### config.mk
export PLATFORM = sky130hd
export DESIGN_NAME = adc_err_to_steps
export DESIGN_NICKNAME = d
export VERILOG_FILES = /design/src/rtl/tr_pkg.sv /design/src/rtl/sample_avg.sv /design/src/rtl/adc_err_to_steps.sv
export SDC_FILE = /design/constraint.sdc
export NUM_CORES = 1
export LEC_CHECK = 0
export CAP_MARGIN = 40
export CORE_ASPECT_RATIO = 1.5
export CORE_MARGIN = 2
export CORE_UTILIZATION = 54
export CTS_CLUSTER_SIZE = 40
export DETAILED_ROUTE_END_ITERATION = 12
export PLACE_DENSITY = 0.86
export SYNTH_ARGS = -nofsm -noshare
export SYNTH_HDL_FRONTEND = slang
export SYNTH_SLANG_ARGS = --single-unit
### constraint.sdc
create_clock -name clk -period 11.3 [get_ports clk]
set_clock_uncertainty 0.05 [all_clocks]
set_input_delay 3.39 -clock clk [delete_from_list [all_inputs] [get_ports clk]]
set_output_delay 3.39 -clock clk [all_outputs]
set_load 0.03 [all_outputs]
### src/rtl/tr_pkg.sv
// Shared types and helpers for the ADC-error-to-step-command block.
// The optional per-command rate limit is enabled with the RATE_LIMIT_EN macro.
package tr_pkg;

    localparam int unsigned WIDTH_IN_DEF   = 12;
    localparam int unsigned WIDTH_WORK_DEF = 16;
    localparam int unsigned AVG_LOG2_DEF   = 2;
    localparam int unsigned GAIN_SHIFT_DEF = 2;
    localparam int unsigned MAX_DN_DEF     = 64;

    localparam logic [WIDTH_WORK_DEF-1:0] N_MAX = '1;

    typedef enum logic [2:0] {
        IDLE,
        ACCUM,
        CALC,
        CMD,
        RUN
    } state_e;

    // Left shift that clamps to lim (an all-ones mask) instead of wrapping.
    function automatic logic [63:0] sat_shl(
        input logic [63:0] val,
        input int unsigned shift,
        input logic [63:0] lim = 64'(N_MAX)
    );
        logic [63:0] res;
        if (val > (lim >> shift)) begin
            res = lim;
        end else begin
            res = val << shift;
        end
        return res;
    endfunction

endpackage

### src/rtl/sample_avg.sv
// Accumulates 2^AVG_LOG2 ADC samples; clr restarts the block, en accepts a sample.
// done flags the sample that completes the block (same cycle as en).
module sample_avg #(
    parameter int unsigned WIDTH_IN = 12,
    parameter int unsigned AVG_LOG2 = 2
) (
    input  logic                clk,
    input  logic                rst_n,
    input  logic                clr,
    input  logic                en,
    input  logic [WIDTH_IN-1:0] data,
    output logic [WIDTH_IN-1:0] avg,
    output logic                done
);

    localparam int unsigned SUM_W = WIDTH_IN + AVG_LOG2;

    logic [SUM_W-1:0]    sum_q, sum_d, sum_base;
    logic [AVG_LOG2-1:0] cnt_q, cnt_d, cnt_base;

    // NOTE: every combinational output gets a default before any branch so no latch is inferred.
    always_comb begin
        sum_base = clr ? '0 : sum_q;
        cnt_base = clr ? '0 : cnt_q;
        sum_d    = sum_base;
        cnt_d    = cnt_base;
        if (en) begin
            sum_d = sum_base + SUM_W'(data);
            cnt_d = cnt_base + AVG_LOG2'(1);
        end
    end

    assign done = en && (cnt_base == '1);
    assign avg  = sum_q[SUM_W-1:AVG_LOG2];

    // NOTE: state updates use non-blocking assignments so all flops sample the same pre-edge values.
    always_ff @(posedge clk or negedge rst_n) begin
        if (!rst_n) begin
            sum_q <= '0;
            cnt_q <= '0;
        end else begin
            sum_q <= sum_d;
            cnt_q <= cnt_d;
        end
    end

endmodule

### src/rtl/adc_err_to_steps.sv
// Averages ADC samples, compares against x0 +/- dx and issues one step command at a time.
// Define RATE_LIMIT_EN to cap the growth of N between same-direction commands.
module adc_err_to_steps
    import tr_pkg::*;
#(
    parameter int unsigned WIDTH_IN   = WIDTH_IN_DEF,
    parameter int unsigned WIDTH_WORK = WIDTH_WORK_DEF,
    parameter int unsigned AVG_LOG2   = AVG_LOG2_DEF,
    parameter int unsigned GAIN_SHIFT = GAIN_SHIFT_DEF
`ifdef RATE_LIMIT_EN
    , parameter int unsigned MAX_DN   = MAX_DN_DEF
`endif
) (
    input  logic                  clk,
    input  logic                  rst,
    input  logic [WIDTH_IN-1:0]   adc_data,
    input  logic                  adc_valid,
    input  logic [WIDTH_IN-1:0]   x0,
    input  logic [WIDTH_IN-1:0]   dx,
    input  logic                  step_done,
    output logic [WIDTH_WORK-1:0] N,
    output logic                  dir,
    output logic                  data_valid,
    output logic                  drv_SM,
    output logic                  ovr
);

    localparam logic [WIDTH_WORK-1:0] N_ALL = '1;

    state_e                state_q, state_d;
    logic [WIDTH_IN-1:0]   excess_q, excess_d;
    logic                  cdir_q, cdir_d;
    logic [WIDTH_WORK-1:0] n_q, n_d;
    logic                  dir_q, dir_d;
    logic                  dv_q, dv_d;
    logic                  drv_q, drv_d;
    logic                  ovr_q, ovr_d;

    logic                  acc_clr, acc_en, acc_done;
    logic [WIDTH_IN-1:0]   avg;
    logic signed [WIDTH_IN:0] err;
    logic [WIDTH_IN-1:0]   mag;
    logic [WIDTH_WORK-1:0] n_calc, n_cmd;
    logic                  accepting;

    sample_avg #(
        .WIDTH_IN (WIDTH_IN),
        .AVG_LOG2 (AVG_LOG2)
    ) u_avg (
        .clk   (clk),
        .rst_n (rst),
        .clr   (acc_clr),
        .en    (acc_en),
        .data  (adc_data),
        .avg   (avg),
        .done  (acc_done)
    );

    assign err = $signed({1'b0, avg}) - $signed({1'b0, x0});
    assign mag = err[WIDTH_IN] ? WIDTH_IN'(-err) : WIDTH_IN'(err);

    // Excess is captured in CALC, so the gain shift sees a stable operand in CMD.
    assign n_calc = WIDTH_WORK'(sat_shl(64'(excess_q), GAIN_SHIFT, 64'(N_ALL)));

`ifdef RATE_LIMIT_EN
    logic [WIDTH_WORK-1:0] n_prev_q, n_prev_d, rl_base, rl_limit;
    logic [WIDTH_WORK:0]   rl_sum;

    // A direction flip restarts the ramp from zero.
    assign rl_base  = (cdir_q != dir_q) ? '0 : n_prev_q;
    assign rl_sum   = {1'b0, rl_base} + (WIDTH_WORK+1)'(MAX_DN);
    assign rl_limit = rl_sum[WIDTH_WORK] ? N_ALL : rl_sum[WIDTH_WORK-1:0];
    assign n_cmd    = (n_calc < rl_limit) ? n_calc : rl_limit;
    assign n_prev_d = (state_q == CMD) ? n_cmd : n_prev_q;

    always_ff @(posedge clk or negedge rst) begin
        if (!rst) begin
            n_prev_q <= '0;
        end else begin
            n_prev_q <= n_prev_d;
        end
    end
`else
    assign n_cmd = n_calc;
`endif

    assign accepting = (state_q == IDLE) || (state_q == ACCUM);

    always_comb begin
        state_d  = state_q;
        acc_clr  = 1'b0;
        acc_en   = 1'b0;
        excess_d = excess_q;
        cdir_d   = cdir_q;
        n_d      = n_q;
        dir_d    = dir_q;
        dv_d     = 1'b0;
        drv_d    = drv_q;
        ovr_d    = ovr_q | (adc_valid & ~accepting);

        unique case (state_q)
            IDLE: begin
                acc_clr = 1'b1;
                acc_en  = adc_valid;
                state_d = acc_done ? CALC : ACCUM;
            end
            ACCUM: begin
                acc_en = adc_valid;
                if (acc_done) begin
                    state_d = CALC;
                end
            end
            CALC: begin
                excess_d = mag - dx;
                cdir_d   = (avg > x0);
                state_d  = (mag <= dx) ? IDLE : CMD;
            end
            CMD: begin
                n_d     = n_cmd;
                dir_d   = cdir_q;
                dv_d    = 1'b1;
                drv_d   = 1'b1;
                state_d = RUN;
            end
            RUN: begin
                if (step_done) begin
                    drv_d   = 1'b0;
                    state_d = IDLE;
                end
            end
            default: state_d = IDLE;
        endcase
    end

    always_ff @(posedge clk or negedge rst) begin
        if (!rst) begin
            state_q  <= IDLE;
            excess_q <= '0;
            cdir_q   <= 1'b0;
            n_q      <= '0;
            dir_q    <= 1'b0;
            dv_q     <= 1'b0;
            drv_q    <= 1'b0;
            ovr_q    <= 1'b0;
        end else begin
            state_q  <= state_d;
            excess_q <= excess_d;
            cdir_q   <= cdir_d;
            n_q      <= n_d;
            dir_q    <= dir_d;
            dv_q     <= dv_d;
            drv_q    <= drv_d;
            ovr_q    <= ovr_d;
        end
    end

    assign N          = n_q;
    assign dir        = dir_q;
    assign data_valid = dv_q;
    assign drv_SM     = drv_q;
    assign ovr        = ovr_q;

endmodule

# Word level (Yosys, flattened, before mapping)
# Index checks and enable logic that the tools add are counted.
[totals]
ff_bits = 48
out_inout_bits = 20
wordCells = 49
inputBits = 40
[op_classes]
bitwise_logic = 3
n_lt_le_gt_ge = 2
reduce_logical = 7
muxes = 15
n_eq_ne = 7
add_sub_neg = 5
[ops]
columns = ["op", "count"]
rows = [
  ["2-to-1 mux 14 bit", 2],
  ["case mux 3 bit (5 select lines)", 1],
  ["adder 14 x 12 -> 14 bit", 1],
  ["subtractor 12 x 12 -> 13 bit", 1],
  ["greater-than comparator 12 bit", 1],
  ["less-or-equal comparator 12 bit", 1],
  ["2-to-1 mux 12 bit", 1],
  ["negation 12 bit", 1],
  ["subtractor 12 bit", 1],
  ["2-to-1 mux 2 bit", 4],
  ["== test 3 x 2 -> 1 bit, second input constant", 2],
  ["2-to-1 mux 3 bit", 2],
  ["2-to-1 mux 1 bit", 4],
  ["inequality test 2 bit, second input constant", 2],
  ["AND reduction 2 bit", 2],
  ["== test 3 x 1 -> 1 bit, second input constant", 1],
  ["== test 3 bit, second input constant", 1],
  ["logical NOT 3 bit", 1],
  ["adder 2 x 1 -> 2 bit, second input constant", 1],
  ["== test 2 bit, second input constant", 1],
  ["case mux 1 bit (2 select lines)", 1],
  ["nonzero test 2 bit", 1],
  ["OR reduction 2 bit", 1],
  ["AND 1 bit", 1],
  ["4 further kinds", 4],
]

# Longest topological paths before layout
[logic_depth]
word_depth = 7
mapped_depth = 22
mapped_depth_nobuf = 21

# Modules after synthesis
# From an unflattened synthesis, not the netlist that was laid out.
[hier_totals]
hier_cells = 495
hier_area_um2 = 4113.9
[by_module_without_submodules]
columns = ["mod", "area_each_um2", "cells_per_inst", "n_inst", "seq_area_each_um2"]
rows = [
  ["adc_err_to_steps", 2717.6, 341, 1, 800.8],
  ["sample_avg", 1396.3, 154, 1, 400.4],
]

# Worst setup path before layout
# OpenSTA, ideal clock, no wires.
[synth_timing]
path_type = "input to register"
start = "input x0[0]"
end = "register state_q[0]"
path_buffers = 1
path_slack_ps = 3969
setup_time_ps = 118
cell_stages = 19
arrival_time_ps = 7163
required_time_ps = 11132
path_cell_list = "ha_1 -> inv_1 -> fa_1 -> a21oi_2 -> o211ai_1 -> a31oi_1 -> o21ai_0 -> a21o_1 -> a21oi_1 -> clkbuf_1 -> o21ai_0 -> fa_1 -> a21o_1 -> a21oi_1 -> o221ai_1 -> a221o_1 -> a21oi_1 -> nor3_1 -> a21o_1"
[synth_via]
elab_chain_len = 6
[synth_lines]
columns = ["element", "line", "source"]
rows = [
  ["from (decl)", "adc_err_to_steps.sv:18", "input logic [WIDTH_IN-1:0] x0,"],
  ["subtractor 12 x 12 -> 13 bit (*)", "adc_err_to_steps.sv:59", "assign err = $signed({1'b0, avg}) - $signed({1'b0, x0});"],
  ["negation 12 bit", "adc_err_to_steps.sv:60", "assign mag = err[WIDTH_IN] ? WIDTH_IN'(-err) : WIDTH_IN'(err);"],
  ["2-to-1 mux 12 bit (*)", "adc_err_to_steps.sv:60", ""],
  ["less-or-equal comparator 12 bit (*)", "adc_err_to_steps.sv:116", "state_d = (mag <= dx) ? IDLE : CMD;"],
  ["2-to-1 mux 2 bit (*)", "adc_err_to_steps.sv:116", ""],
  ["case mux 3 bit (5 select lines) (*)", "adc_err_to_steps.sv:101", "unique case (state_q)"],
  ["to (signal assigned)", "adc_err_to_steps.sv:146", "state_q <= state_d;"],
  ["to (decl)", "adc_err_to_steps.sv:30", "state_e state_q, state_d;"],
]
# Every way passes the cells marked *; elsewhere a longest branch is shown, timed or not.
# A chain may end at the register's enable or synchronous reset.

# Worst setup path after layout
[layout_timing]
start = "input x0[0]"
end = "register state_q[1]"
# The elaborated chain is that of the path after synthesis.

==> flow_summary.html <==
<table>
<tr><th>Metric</th><th>Value</th></tr>
<tr><th colspan="2">Clock tree</th></tr>
<tr><td>Cts hold-fix bufs</td><td>0</td></tr>
<tr><td>Sink count of the clock tree</td><td>48</td></tr>
<tr><td>Number of setup buffers added after CTS</td><td>0</td></tr>
<tr><td>Maximum buffer depth of the clock tree</td><td>2</td></tr>
<tr><td># H-tree levels</td><td>2</td></tr>
<tr><td>Clock-pin slew on the worst setup and hold paths</td><td>around 90 ps</td></tr>
<tr><td>Clk root buf</td><td>clkbuf_8</td></tr>
<tr><td>Number of CTS-inserted buffers</td><td>5</td></tr>
<tr><td>CTS resizes</td><td>0</td></tr>
<tr><td>Clock tree from TritonCTS</td><td>yes</td></tr>
<tr><td>Later-pin clock latency in the skew report</td><td>roughly 320 ps</td></tr>
<tr><th colspan="2">Outcome</th></tr>
<tr><td>Status</td><td>completed</td></tr>
<tr><th colspan="2">STA</th></tr>
<tr><td>Period Utilization, post-route</td><td>between 70% and 80%</td></tr>
<tr><td>Upper clock frequency limit</td><td>0.122 GHz</td></tr>
<tr><td>Number of failing setup endpoints in the final timing report</td><td>0</td></tr>
<tr><td>Worst setup margin</td><td>approximately 3100 ps</td></tr>
<tr><td>Count of endpoints failing hold in the final timing report</td><td>0</td></tr>
<tr><td>Final number of max-transition violations</td><td>0</td></tr>
<tr><td>Minimum clock period</td><td>between 8000 and 9000 ps</td></tr>
<tr><td>Normalized max-slew margin</td><td>between 40% and 50%</td></tr>
<tr><td>Unrepaired setup endpoints after global routing</td><td>false</td></tr>
<tr><td>Post-route setup TNS</td><td>0 ps</td></tr>
<tr><td>Worst Hold Margin</td><td>approximately 430 ps</td></tr>
<tr><td>Transition time at the pin with the least slew margin</td><td>between 700 and 800 ps</td></tr>
<tr><th colspan="2">Drt</th></tr>
<tr><td>Total Routed Length</td><td>7880 um</td></tr>
<tr><td>Detail Route Antenna Nets</td><td>0</td></tr>
<tr><td>Number of detailed-route iterations in the first pass</td><td>4</td></tr>
<tr><td>Post-detailed-route wirelength per cell</td><td>14.5 um</td></tr>
<tr><td>DRC violation total after the first TritonRoute iteration</td><td>just over 100</td></tr>
<tr><td>Via Count</td><td>about 3100</td></tr>
<tr><td>DRC violations left</td><td>0</td></tr>
<tr><td>Vias per std cell</td><td>between 5 and 6</td></tr>
<tr><th colspan="2">Critical path</th></tr>
<tr><td>R2R Setup Slk</td><td>slightly above 6000 ps</td></tr>
<tr><td>Capturing element of the worst setup path</td><td>state_q[1]$_DFFE_PN0P_</td></tr>
<tr><td>Critical Path Start Type</td><td>primary input</td></tr>
<tr><td>Critical-path top delay cell</td><td>a21oi_1</td></tr>
<tr><td>Reg2Reg Depth</td><td>20</td></tr>
<tr><td>Worst-path fanout max</td><td>12</td></tr>
<tr><td>Crit path required time</td><td>roughly 11000 ps</td></tr>
<tr><td>Reg2Reg Launch Point</td><td>u_avg.sum_q[2]$_DFF_PN0_</td></tr>
<tr><td>Critical path class</td><td>in2reg</td></tr>
<tr><td>CP Cell Sequence</td><td>clkdlybuf4s50_1, ha_1, inv_1, fa_1, a21oi_2, o211ai_1, a31oi_1, o21ai_0, a21o_1, a21oi_1, o21ai_0, fa_1, a21o_1, a21oi_1, o221ai_1, a221o_1, a21oi_1, nor3_1, nor2_1, nor2_1</td></tr>
<tr><td>Worst path most repeated cell</td><td>a21oi_1</td></tr>
<tr><td>Launch point of the critical path</td><td>x0[0]</td></tr>
<tr><td>Crit path max-delay family</td><td>compound AO/OA/AOI/OAI gates</td></tr>
<tr><td>Instance count on the critical path</td><td>20</td></tr>
<tr><td>Peak per-stage delay on the critical path</td><td>630 ps</td></tr>
<tr><td>Worst path buffer plus inverter count</td><td>2</td></tr>
<tr><td>Reg-to-reg critical path endpoint</td><td>state_q[1]$_DFFE_PN0P_</td></tr>
<tr><td>Worst path arrival time</td><td>between 8000 and 9000 ps</td></tr>
<tr><td>Endpoint class of the critical path</td><td>register</td></tr>
<tr><th colspan="2">Synth</th></tr>
<tr><td>Count of flip-flops with a built-in enable after synthesis</td><td>0</td></tr>
<tr><td>Post-synthesis sequential area ratio</td><td>32.5%</td></tr>
<tr><td>Post-Synthesis Cell Area</td><td>approximately 3700 um2</td></tr>
<tr><td>Avg Synthesized Cell Area</td><td>between 8 and 9 um2</td></tr>
<tr><td>Prevailing post-synth register cell</td><td>dfrtp_1</td></tr>
<tr><td>Synthesized instance count</td><td>slightly above 400</td></tr>
<tr><td>Proportion of register bits with asynchronous set or reset after synthesis</td><td>100%</td></tr>
<tr><td>Synth cell types</td><td>50</td></tr>
<tr><td>Number of flip-flops and latches in the synthesized netlist</td><td>48</td></tr>
<tr><td>Yosys warns</td><td>0</td></tr>
<tr><th colspan="2">Floorplan</th></tr>
<tr><td>Core area</td><td>6760 um2</td></tr>
<tr><td>Die X</td><td>between 70 and 80 um</td></tr>
<tr><td>Number of cell rows</td><td>37</td></tr>
<tr><td>Die height</td><td>~110 um</td></tr>
<tr><td>Starting density of the core</td><td>between 50% and 60%</td></tr>
<tr><td>Total I/O pin count</td><td>60</td></tr>
<tr><td>Die ar.</td><td>roughly 7500 um2</td></tr>
<tr><th colspan="2">Placement</th></tr>
<tr><td>Dpl hpwl</td><td>~6500 um</td></tr>
<tr><td>RD Place Congestion</td><td>roughly 0.94</td></tr>
<tr><td>Number of buffers inserted by port buffering</td><td>55</td></tr>
<tr><td>Post-Place Worst Slack</td><td>between 2000 and 3000 ps</td></tr>
<tr><th colspan="2">Global routing</th></tr>
<tr><td>Via count of the first global-routing pass</td><td>between 3000 and 4000</td></tr>
<tr><td>Global Route Usage Sum</td><td>22.6%</td></tr>
<tr><td>Largest net degree at the start of global routing</td><td>34</td></tr>
<tr><td>Wire length of the first global-routing pass</td><td>between 10000 and 15000 um</td></tr>
<tr><td>Remaining global-route overflow</td><td>0</td></tr>
<tr><td>Initial antenna violation count</td><td>0</td></tr>
<tr><th colspan="2">Layout</th></tr>
<tr><td># fillers</td><td>between 500 and 600</td></tr>
<tr><td>Layout Nets</td><td>between 500 and 600</td></tr>
<tr><td>Synthesis-to-layout area growth</td><td>20.3%</td></tr>
<tr><td>Total area of multi-input combinational cells</td><td>around 2300 um2</td></tr>
<tr><td>Reg area</td><td>approximately 1200 um2</td></tr>
<tr><td>Fraction of layout instances using a drive strength above 1</td><td>7.71%</td></tr>
<tr><td>Inserted Diodes</td><td>0</td></tr>
<tr><th colspan="2">Hold path</th></tr>
<tr><td>Class of the worst hold path</td><td>reg2reg</td></tr>
<tr><th colspan="2">Run</th></tr>
<tr><td>Number of max-cap violations</td><td>0</td></tr>
</table>
layer usage:
layer  routed length (um)  vias up  track usage (%)
li1                     -     1532                -
met4                  310        0             11.6
met5                    0        -                0
met2                 4310       93             42.0
met1                 2940     1435             23.5
met3                  321       25             3.82
worst reg2reg max path, delay by kind of cell (launching register included):
kind	cells	cell delay [ps]
AO/OA/AOI/OAI	12	3160
adder cells (fa/ha/maj)	3	1060
buffers and inverters	2	140
flip-flops	1	370
AND/OR/NAND/NOR	3	260
worst min-delay path by stage:
stage / startpoint / endpoint / slack (ps) / cells after the start
floorplan: excess_q[9]$_DFFE_PN0N_ / excess_q[9]$_DFFE_PN0N_ / 390 / 2
global placement: excess_q[9]$_DFFE_PN0N_ / excess_q[9]$_DFFE_PN0N_ / 410 / 2
detailed placement: excess_q[6]$_DFFE_PN0N_ / excess_q[6]$_DFFE_PN0N_ / 420 / 2
CTS: excess_q[6]$_DFFE_PN0N_ / excess_q[6]$_DFFE_PN0N_ / 440 / 2
global route: ovr$_DFF_PN0_ / ovr$_DFF_PN0_ / 450 / 1
finish: excess_q[6]$_DFFE_PN0N_ / excess_q[6]$_DFFE_PN0N_ / 430 / 2
flip-flops by register name (all words and copies together) (netlist names), 2 cells and up:
| register | flops |
|---|---|
| N | 12 |
| excess_q | 12 |
| state_q | 3 |
| u_avg.cnt_q | 2 |
| u_avg.sum_q | 14 |
cells in the mapped netlist, types with 8 or more instances:
cell / count / area [um2]
xnor2_1: 28 / 245
dfrtp_1: 48 / 1200
nand2_1: 41 / 154
a21o_1: 11 / 82.6
mux2_2: 18 / 203
a21oi_1: 19 / 95.1
and2_1: 12 / 75.1
ha_1: 38 / 475
o21ai_0: 40 / 200
nand3_1: 8 / 40.0
inv_1: 37 / 139
xor2_1: 10 / 87.6
clkbuf_1: 8 / 30.0
nor2b_1: 9 / 56.3
nor2_1: 19 / 71.3
through the flow:
stage                     util, %  cell area, um2  std cells
final                        65.8            4450        545
after global routing         65.8            4450        545
after CTS                    65.8            4450        545
after detailed placement     63.8            4310        537
after global placement       63.5            4290        536
after floorplan                 -            3710        415
cells in the final DEF (no fill, tap or decap), types with 2 or more instances in the layout:
cell type / synthesis / final
nor2_1: 19 / 19
clkdlybuf4s50_1: 0 / 54
o21ai_0: 40 / 40
nand4_1: 3 / 3
o21a_1: 4 / 4
xnor2_1: 28 / 28
nand3_1: 8 / 8
xor2_1: 10 / 10
clkbuf_8: 0 / 5
inv_1: 37 / 37
a221oi_1: 2 / 2
fa_1: 3 / 3
a31oi_1: 3 / 3
nand2b_1: 6 / 6
nor3_1: 4 / 4
o31a_1: 2 / 2
nand2_1: 41 / 41
a21o_1: 11 / 11
a21oi_1: 19 / 19
ha_1: 38 / 38
a211oi_1: 2 / 2
and2_1: 12 / 12
o211ai_1: 3 / 3
o31ai_1: 5 / 5
a21oi_2: 2 / 2
nor2b_1: 9 / 9
mux2_2: 18 / 18
dfrtp_1: 48 / 48
conb_1: 1 / 4
bufinv_16: 0 / 2
and3_1: 2 / 2
cell type report:
class	instances	area share [%]
Clock buffer	5	1.55
Inverter	37	3.12
Multi-Input combinational cell	318	51.9
Timing Repair Buffer	56	12.7
Clock inverter	3	1.55
Sequential cell	48	27.0
Tap cell	78	2.19
cell families after synthesis:
kind of cell | share of synthesized area [%]
AO/OA/AOI/OAI | 17.9
XOR/XNOR | 9.00
adder cells (fa/ha/maj) | 14.5
buffers and inverters | 5.38
flip-flops | 32.5
multiplexers | 5.48
other | 0.101
AND/OR/NAND/NOR | 15.2
Power is left out: the tool's default activity adds up to more than one toggle a clock period on the data nets, which glitch-free logic cannot reach.
